--- src/rtl/dmem_arbiter.sv ---
`timescale 1ns/1ps
`default_nettype none
// ============================================================================
//  Module   : dmem_arbiter
//  Purpose  : Round-robin sharing of the data-memory port between the core
//             load/store path and the loader port, with byte-lane handling
//             and misaligned/illegal access detection.
//  Revision : 1.0  initial release
// ============================================================================
module dmem_arbiter #(
    parameter int DM_ADDRESS = 9,
    parameter int DATA_W     = 32
) (
    input  logic                  clk,
    input  logic                  reset,
    // core port
    input  logic                  c_req,
    input  logic                  c_we,
    input  logic [DM_ADDRESS-1:0] c_addr,
    input  logic [DATA_W-1:0]     c_wdata,
    input  logic [2:0]            c_funct3,
    output logic                  c_gnt,
    output logic                  c_rvalid,
    output logic [DATA_W-1:0]     c_rdata,
    output logic                  c_err,
    // loader port
    input  logic                  l_req,
    input  logic                  l_we,
    input  logic [DM_ADDRESS-1:0] l_addr,
    input  logic [DATA_W-1:0]     l_wdata,
    output logic                  l_gnt,
    output logic                  l_rvalid,
    output logic [DATA_W-1:0]     l_rdata,
    // memory port
    output logic [31:0]           m_raddr,
    output logic [31:0]           m_waddr,
    output logic [DATA_W-1:0]     m_wdata,
    output logic [3:0]            m_wr,
    input  logic [DATA_W-1:0]     m_rdata,
    output logic                  busy
);

    typedef enum logic [2:0] {
        ST_IDLE = 3'd0,
        ST_WR   = 3'd1,
        ST_RD   = 3'd2,
        ST_RESP = 3'd3,
        ST_ERR  = 3'd4
    } state_t;

    state_t r_state;
    state_t w_state_nxt;

    logic                  w_any_req;
    logic                  w_pick_l;
    logic                  w_c_gnt;
    logic                  w_l_gnt;
    logic                  w_grant;
    logic                  w_c_illegal;
    logic                  w_sel_we;
    logic [DM_ADDRESS-1:0] w_sel_addr;
    logic [DATA_W-1:0]     w_sel_wdata;
    logic [2:0]            w_sel_f3;
    logic [31:0]           w_word_addr;
    logic [3:0]            w_lanes;
    logic [DATA_W-1:0]     w_lane_data;
    logic [7:0]            w_rbyte;
    logic [15:0]           w_rhalf;
    logic [DATA_W-1:0]     w_load_data;

    logic                  r_last_core;
    logic                  r_port_l;
    logic [1:0]            r_lane;
    logic [2:0]            r_f3;
    logic [3:0]            r_wmask;
    logic [31:0]           r_m_raddr;
    logic [31:0]           r_m_waddr;
    logic [DATA_W-1:0]     r_m_wdata;
    logic                  r_c_rvalid;
    logic                  r_l_rvalid;
    logic                  r_c_err;
    logic [DATA_W-1:0]     r_c_rdata;
    logic [DATA_W-1:0]     r_l_rdata;

    // Arbitration: on a tie the port that did not win last time is served.
    assign w_any_req = (c_req | l_req) & ~reset;
    assign w_pick_l  = l_req & (~c_req | r_last_core);
    assign w_grant   = w_c_gnt | w_l_gnt;

    always_comb begin
        w_c_illegal = 1'b0;
        if (c_we) begin
            case (c_funct3)
                3'b000:  w_c_illegal = 1'b0;
                3'b001:  w_c_illegal = c_addr[0];
                3'b010:  w_c_illegal = |c_addr[1:0];
                default: w_c_illegal = 1'b1;
            endcase
        end else begin
            case (c_funct3)
                3'b000, 3'b100: w_c_illegal = 1'b0;
                3'b001, 3'b101: w_c_illegal = c_addr[0];
                3'b010:         w_c_illegal = |c_addr[1:0];
                default:        w_c_illegal = 1'b1;
            endcase
        end
    end

    // Loader traffic is always a full word, so it is folded onto the LW/SW encoding.
    assign w_sel_we    = w_pick_l ? l_we    : c_we;
    assign w_sel_addr  = w_pick_l ? l_addr  : c_addr;
    assign w_sel_wdata = w_pick_l ? l_wdata : c_wdata;
    assign w_sel_f3    = w_pick_l ? 3'b010  : c_funct3;
    assign w_word_addr = {{(32-DM_ADDRESS){1'b0}}, w_sel_addr[DM_ADDRESS-1:2], 2'b00};

    always_comb begin
        w_lanes     = 4'b1111;
        w_lane_data = w_sel_wdata;
        case (w_sel_f3)
            3'b000: begin
                w_lanes     = 4'b0001 << w_sel_addr[1:0];
                w_lane_data = {4{w_sel_wdata[7:0]}};
            end
            3'b001: begin
                w_lanes     = w_sel_addr[1] ? 4'b1100 : 4'b0011;
                w_lane_data = {2{w_sel_wdata[15:0]}};
            end
            default: ;
        endcase
    end

    always_ff @(posedge clk) begin
        if (reset) begin
            r_state <= ST_IDLE;
        end else begin
            r_state <= w_state_nxt;
        end
    end

    always_comb begin
        w_state_nxt = r_state;
        w_c_gnt     = 1'b0;
        w_l_gnt     = 1'b0;
        case (r_state)
            ST_IDLE: begin
                if (w_any_req) begin
                    w_l_gnt = w_pick_l;
                    w_c_gnt = ~w_pick_l;
                    if (~w_pick_l & w_c_illegal) begin
                        w_state_nxt = ST_ERR;
                    end else if (w_sel_we) begin
                        w_state_nxt = ST_WR;
                    end else begin
                        w_state_nxt = ST_RD;
                    end
                end
            end
            ST_RD:                    w_state_nxt = ST_RESP;
            ST_WR, ST_RESP, ST_ERR:   w_state_nxt = ST_IDLE;
            default:                  w_state_nxt = ST_IDLE;
        endcase
    end

    always_comb begin
        case (r_lane)
            2'd0:    w_rbyte = m_rdata[7:0];
            2'd1:    w_rbyte = m_rdata[15:8];
            2'd2:    w_rbyte = m_rdata[23:16];
            default: w_rbyte = m_rdata[31:24];
        endcase
        w_rhalf = r_lane[1] ? m_rdata[31:16] : m_rdata[15:0];
        case (r_f3)
            3'b000:  w_load_data = {{24{w_rbyte[7]}}, w_rbyte};
            3'b100:  w_load_data = {24'd0, w_rbyte};
            3'b001:  w_load_data = {{16{w_rhalf[15]}}, w_rhalf};
            3'b101:  w_load_data = {16'd0, w_rhalf};
            default: w_load_data = m_rdata;
        endcase
    end

    always_ff @(posedge clk) begin
        if (reset) begin
            r_last_core <= 1'b0;
            r_port_l    <= 1'b0;
            r_lane      <= 2'd0;
            r_f3        <= 3'd0;
            r_wmask     <= 4'd0;
            r_m_raddr   <= 32'd0;
            r_m_waddr   <= 32'd0;
            r_m_wdata   <= '0;
            r_c_rvalid  <= 1'b0;
            r_l_rvalid  <= 1'b0;
            r_c_err     <= 1'b0;
            r_c_rdata   <= '0;
            r_l_rdata   <= '0;
        end else begin
            r_c_rvalid <= 1'b0;
            r_l_rvalid <= 1'b0;
            r_c_err    <= 1'b0;
            if (w_grant) begin
                r_last_core <= w_c_gnt;
                r_port_l    <= w_l_gnt;
                r_lane      <= w_sel_addr[1:0];
                r_f3        <= w_sel_f3;
                if (w_state_nxt == ST_WR) begin
                    r_m_waddr <= w_word_addr;
                    r_m_wdata <= w_lane_data;
                    r_wmask   <= w_lanes;
                end
                if (w_state_nxt == ST_RD) begin
                    r_m_raddr <= w_word_addr;
                end
            end
            if (r_state == ST_RESP) begin
                if (r_port_l) begin
                    r_l_rdata  <= w_load_data;
                    r_l_rvalid <= 1'b1;
                end else begin
                    r_c_rdata  <= w_load_data;
                    r_c_rvalid <= 1'b1;
                end
            end
            if (r_state == ST_ERR) begin
                r_c_err <= 1'b1;
            end
        end
    end

    // Write strobes are masked by reset so an interrupted store never lands.
    assign m_wr     = ((r_state == ST_WR) && !reset) ? r_wmask : 4'b0000;
    assign m_raddr  = r_m_raddr;
    assign m_waddr  = r_m_waddr;
    assign m_wdata  = r_m_wdata;
    assign c_gnt    = w_c_gnt;
    assign l_gnt    = w_l_gnt;
    assign c_rvalid = r_c_rvalid;
    assign l_rvalid = r_l_rvalid;
    assign c_err    = r_c_err;
    assign c_rdata  = r_c_rdata;
    assign l_rdata  = r_l_rdata;
    assign busy     = (r_state != ST_IDLE);

endmodule
`default_nettype wire
--- config.mk ---
export PLATFORM = sky130hd
export DESIGN_NAME = dmem_arbiter
export DESIGN_NICKNAME = d
export VERILOG_FILES = /design/src/rtl/dmem_arbiter.sv
export SDC_FILE = /design/constraint.sdc
export NUM_CORES = 1
export LEC_CHECK = 0
export ABC_AREA = 1
export BUFFER_PORTS_ARGS = -buffer_cell sky130_fd_sc_hd__buf_2
export CAP_MARGIN = 15
export CORE_MARGIN = 8
export CORE_UTILIZATION = 48
export CTS_CLUSTER_DIAMETER = 50
export CTS_CLUSTER_SIZE = 8
export DETAILED_ROUTE_END_ITERATION = 8
export PLACE_DENSITY = 0.89
export SLEW_MARGIN = 20
export SYNTH_ARGS = -nofsm -noshare
export SYNTH_HDL_FRONTEND = slang
export SYNTH_SLANG_ARGS = --single-unit
--- constraint.sdc ---
create_clock -name clk -period 2.3 [get_ports clk]
set_input_delay 0.23 -clock clk [delete_from_list [all_inputs] [get_ports clk]]
set_output_delay 0.23 -clock clk [all_outputs]
set_load 0.05 [all_outputs]
==> parameters.txt <==
Parameter                              Value

Outcome
  Run status ... completed

Synth
  Post-synthesis sequential element count ... 127
  Biggest area contributors in the synthesized netlist ... sky130_fd_sc_hd__dfxtp_1 36%, sky130_fd_sc_hd__nand2_1 16%, sky130_fd_sc_hd__nor2_1 10%
  Number of synthesized flops with an enable pin ... 0
  Dominant cell type by area after synthesis ... sky130_fd_sc_hd__dfxtp_1
  Prevailing post-synth register cell ... sky130_fd_sc_hd__dfxtp_1
  Post-Synthesis Cells ... 1138
  Top cell type's share of synthesized area ... 35.7%
  Post-synth top cells ... 311 x sky130_fd_sc_hd__nand2_1, 191 x sky130_fd_sc_hd__nor2_1, 127 x sky130_fd_sc_hd__dfxtp_1, 112 x sky130_fd_sc_hd__inv_1, 94 x sky130_fd_sc_hd__o21ai_0
  Post-Syn Area ... 0.00713 sq mm
  Average footprint of a synthesized cell ... 6.26 sq um
  Unique masters post-synth ... 32
  Share of async-settable or async-resettable flops after synthesis ... 0%
  Synth warnings ... 0
  Sequential share of the synthesized area ... 35.7%
  Most used standard cell by instance count after synthesis ... sky130_fd_sc_hd__nand2_1

Floorplan
  Floorplan die area ... 0.0190 sq mm
  Top-level I/O count ... 293
  Std-Cell Rows ... 44
  Placeable core area ... 0.0145 sq mm
  Vertical extent of the die ... 138 microns
  Effective utilization at floorplan ... 49.0%
  Die span in x ... 138 microns

Timing
  Setup_tns ... 0 ns
  Achievable Freq ... 0.475 GHz
  Setup repair after global routing missed its margin ... false
  Endpoints failing hold ... 0
  Least-Margin Pin Slew ... 0.803 ns
  Minimum clock period ... 2.10 ns
  Headroom to the max-slew limit ... 46.4%
  Post-route clock period utilization ... 91.5%
  Clock skew after layout ... 0.00876 ns
  Setup-violating endpoint count in the final report ... 0
  Max Slew Vio Count ... 0

Clock tree
  Root buffer cell ... sky130_fd_sc_hd__clkbuf_16
  Clk_lat worst skew ... 0.42 ns
  TritonCTS Sinks ... 127
  Clock transition at path regs ... 0.06 ns
  Cts bufs inserted ... 17
  CTS tree ... built
  Clock tree buffer depth ... 2
  H-tree depth reported by CTS ... 4
  # Post-CTS Setup Buffers ... 0

Detailed routing
  Vias after detailed routing ... 7755
  DRT Pass-1 Iters ... 5
  Routed length per instance ... 15.0 microns
  Count of antenna-violating nets left after detailed routing ... 0
  Per-cell via count in the routed design ... 5.01
  Total detailed-routing wirelength ... 23.3 mm
  Detailed Route Iter0 Violations ... 719
  Number of remaining DRC errors ... 0

Setup path
  Highest net fanout along the worst path ... 12
  Worst setup path category ... reg -> out
  Depth of the worst register-to-register path ... 7
  Data required, critical path ... 2.07 ns
  Kind of capture point of the worst setup path ... output pin
  Critical Path Source Type ... flip-flop
  Arrival time worst endpoint ... 1.87 ns

Pwr
  Largest vdd supply drop ... 0.516 mV
  Leakage power summed over all cells ... 5.13 nW
  Power density cells ... 744 mW/mm^2

Cells and area
  Post-layout net count ... 1473
  Area of all placed cells without fillers ... 0.00879 sq mm
  Area taken by flip-flops and latches ... 0.00254 sq mm
  Final Instance Count excl. Fillers ... 1549
  Synth-to-Final Area Change ... 23.3%
  Layout cell share with drive strength beyond 1 ... 23.3%
  Number of filler cells placed in the layout ... 1406
  Area of the multi-input gates ... 0.00362 sq mm

Placed design
  Final weighted congestion in routability-driven placement ... 0.940
  Post-DP Area ... 0.00820 sq mm
  DP Wirelength ... 17.5 mm
  I/O Buffers ... 242
  Number of instances in the placed design ... 1515

Hold path
  Number of instances on the worst hold path ... 2
  Hold/Removal Path Class ... in -> reg

Global routing
  Final global-route overflow total ... 0
  Antenna violations before repair ... 2
  Largest net degree at the start of global routing ... 96
  Wire length of the first global-routing pass ... 35.5 mm
  Via count of the first global-routing pass ... 7056
  Global-route total usage across every layer ... 23.4%

Flow run
  Total of max-cap violations ... 0
[final cells by class]
cell class	count	share of cell area [%]
Multi-Input combinational cell	829	41.2
Sequential cell	127	28.9
Timing Repair Buffer	257	15.5
Inverter	118	5.04
Clock buffer	18	4.88
Tap cell	184	2.62
Clock inverter	14	1.75
Antenna cell	2	0.0569
[registers in the layout, summed over array words and instances (netlist names), 2 cells and up]
register,flops
r_wmask,4
r_state,3
r_f3,3
m_wdata,32
r_lane,2
m_raddr,7
l_rdata,32
m_waddr,7
c_rdata,32
[where the power goes]
group	total, mW	switching [mW]	internal, mW
clock	2.68	1.07	1.61
combinational	1.53	1.14	0.397
sequential	2.33	0.0485	2.28
total	6.54	2.25	4.29
[critical path, stage by stage, from the launching register on]
cell and delay (ns):
sky130_fd_sc_hd__dfxtp_1 0.36, sky130_fd_sc_hd__nor2_2 0.13, sky130_fd_sc_hd__nand2_1 0.10, sky130_fd_sc_hd__inv_2 0.21
sky130_fd_sc_hd__nand2_1 0.16, sky130_fd_sc_hd__nor2_2 0.22, sky130_fd_sc_hd__clkbuf_4 0.29
[cells in the final DEF, fill, tap and decap left out, types with 12 or more instances in the layout]
| cell | n |
|---|---|
| sky130_fd_sc_hd__nand2_1 | 311 |
| sky130_fd_sc_hd__buf_2 | 241 |
| sky130_fd_sc_hd__nor2_1 | 189 |
| sky130_fd_sc_hd__dfxtp_1 | 127 |
| sky130_fd_sc_hd__inv_1 | 111 |
| sky130_fd_sc_hd__o21ai_0 | 94 |
| sky130_fd_sc_hd__nand3_1 | 75 |
| sky130_fd_sc_hd__conb_1 | 50 |
| sky130_fd_sc_hd__a21oi_1 | 28 |
| sky130_fd_sc_hd__o21bai_1 | 25 |
| sky130_fd_sc_hd__clkbuf_16 | 17 |
| sky130_fd_sc_hd__nor3_1 | 14 |
| sky130_fd_sc_hd__o21ai_1 | 13 |
| sky130_fd_sc_hd__buf_4 | 12 |
[per-stage QoR]
stage	worst slack, ns	power, mW	hold WS, ns	util [%]
floorplan	0.117	3.57	0.356	-
global placement	0.446	3.86	0.458	56.4
detailed placement	0.347	3.89	0.465	56.4
CTS	0.0169	6.55	0.0685	60.4
global route	0.0215	6.83	0.0822	60.5
finish	0.195	6.54	0.0827	60.5
[per-layer routing]
layer	wire [microns]	share of wire (%)	vias to the layer above	GRT usage [%]
li1	-	-	3863	-
met4	529	2.3	0	9.13
met2	10900	47	391	36.3
met3	2210	9.5	43	5.51
met5	0	0	-	0
met1	9650	41	3458	30.6
[cell families after synthesis]
family          count (synthesis)  synth area share (%)
compound gates                163                  12.5
flops                         127                  35.7
simple gates                  616                  35.6
buf+inv                       231                  16.2
other cells                     1                0.0526
[worst paths after layout]
| kind | from | end | slack (ns) |
|---|---|---|---|
| worst max register to register | r_f3[0] | c_rdata[24] | 0.33 |
| worst min register to register | m_wdata[3] | m_wdata[3] | 0.47 |
| worst min-delay path | c_funct3[2] | r_f3[2] | 0.08 |
| worst max-delay path | r_state[0] | c_gnt | 0.20 |
[what timing repair did]
item	in CTS	in global routing
endpoints found under the setup margin	0	1
gates resized for setup	0	2
hold buffers	0	0
Note: power is estimated with default switching activity, not from simulation.
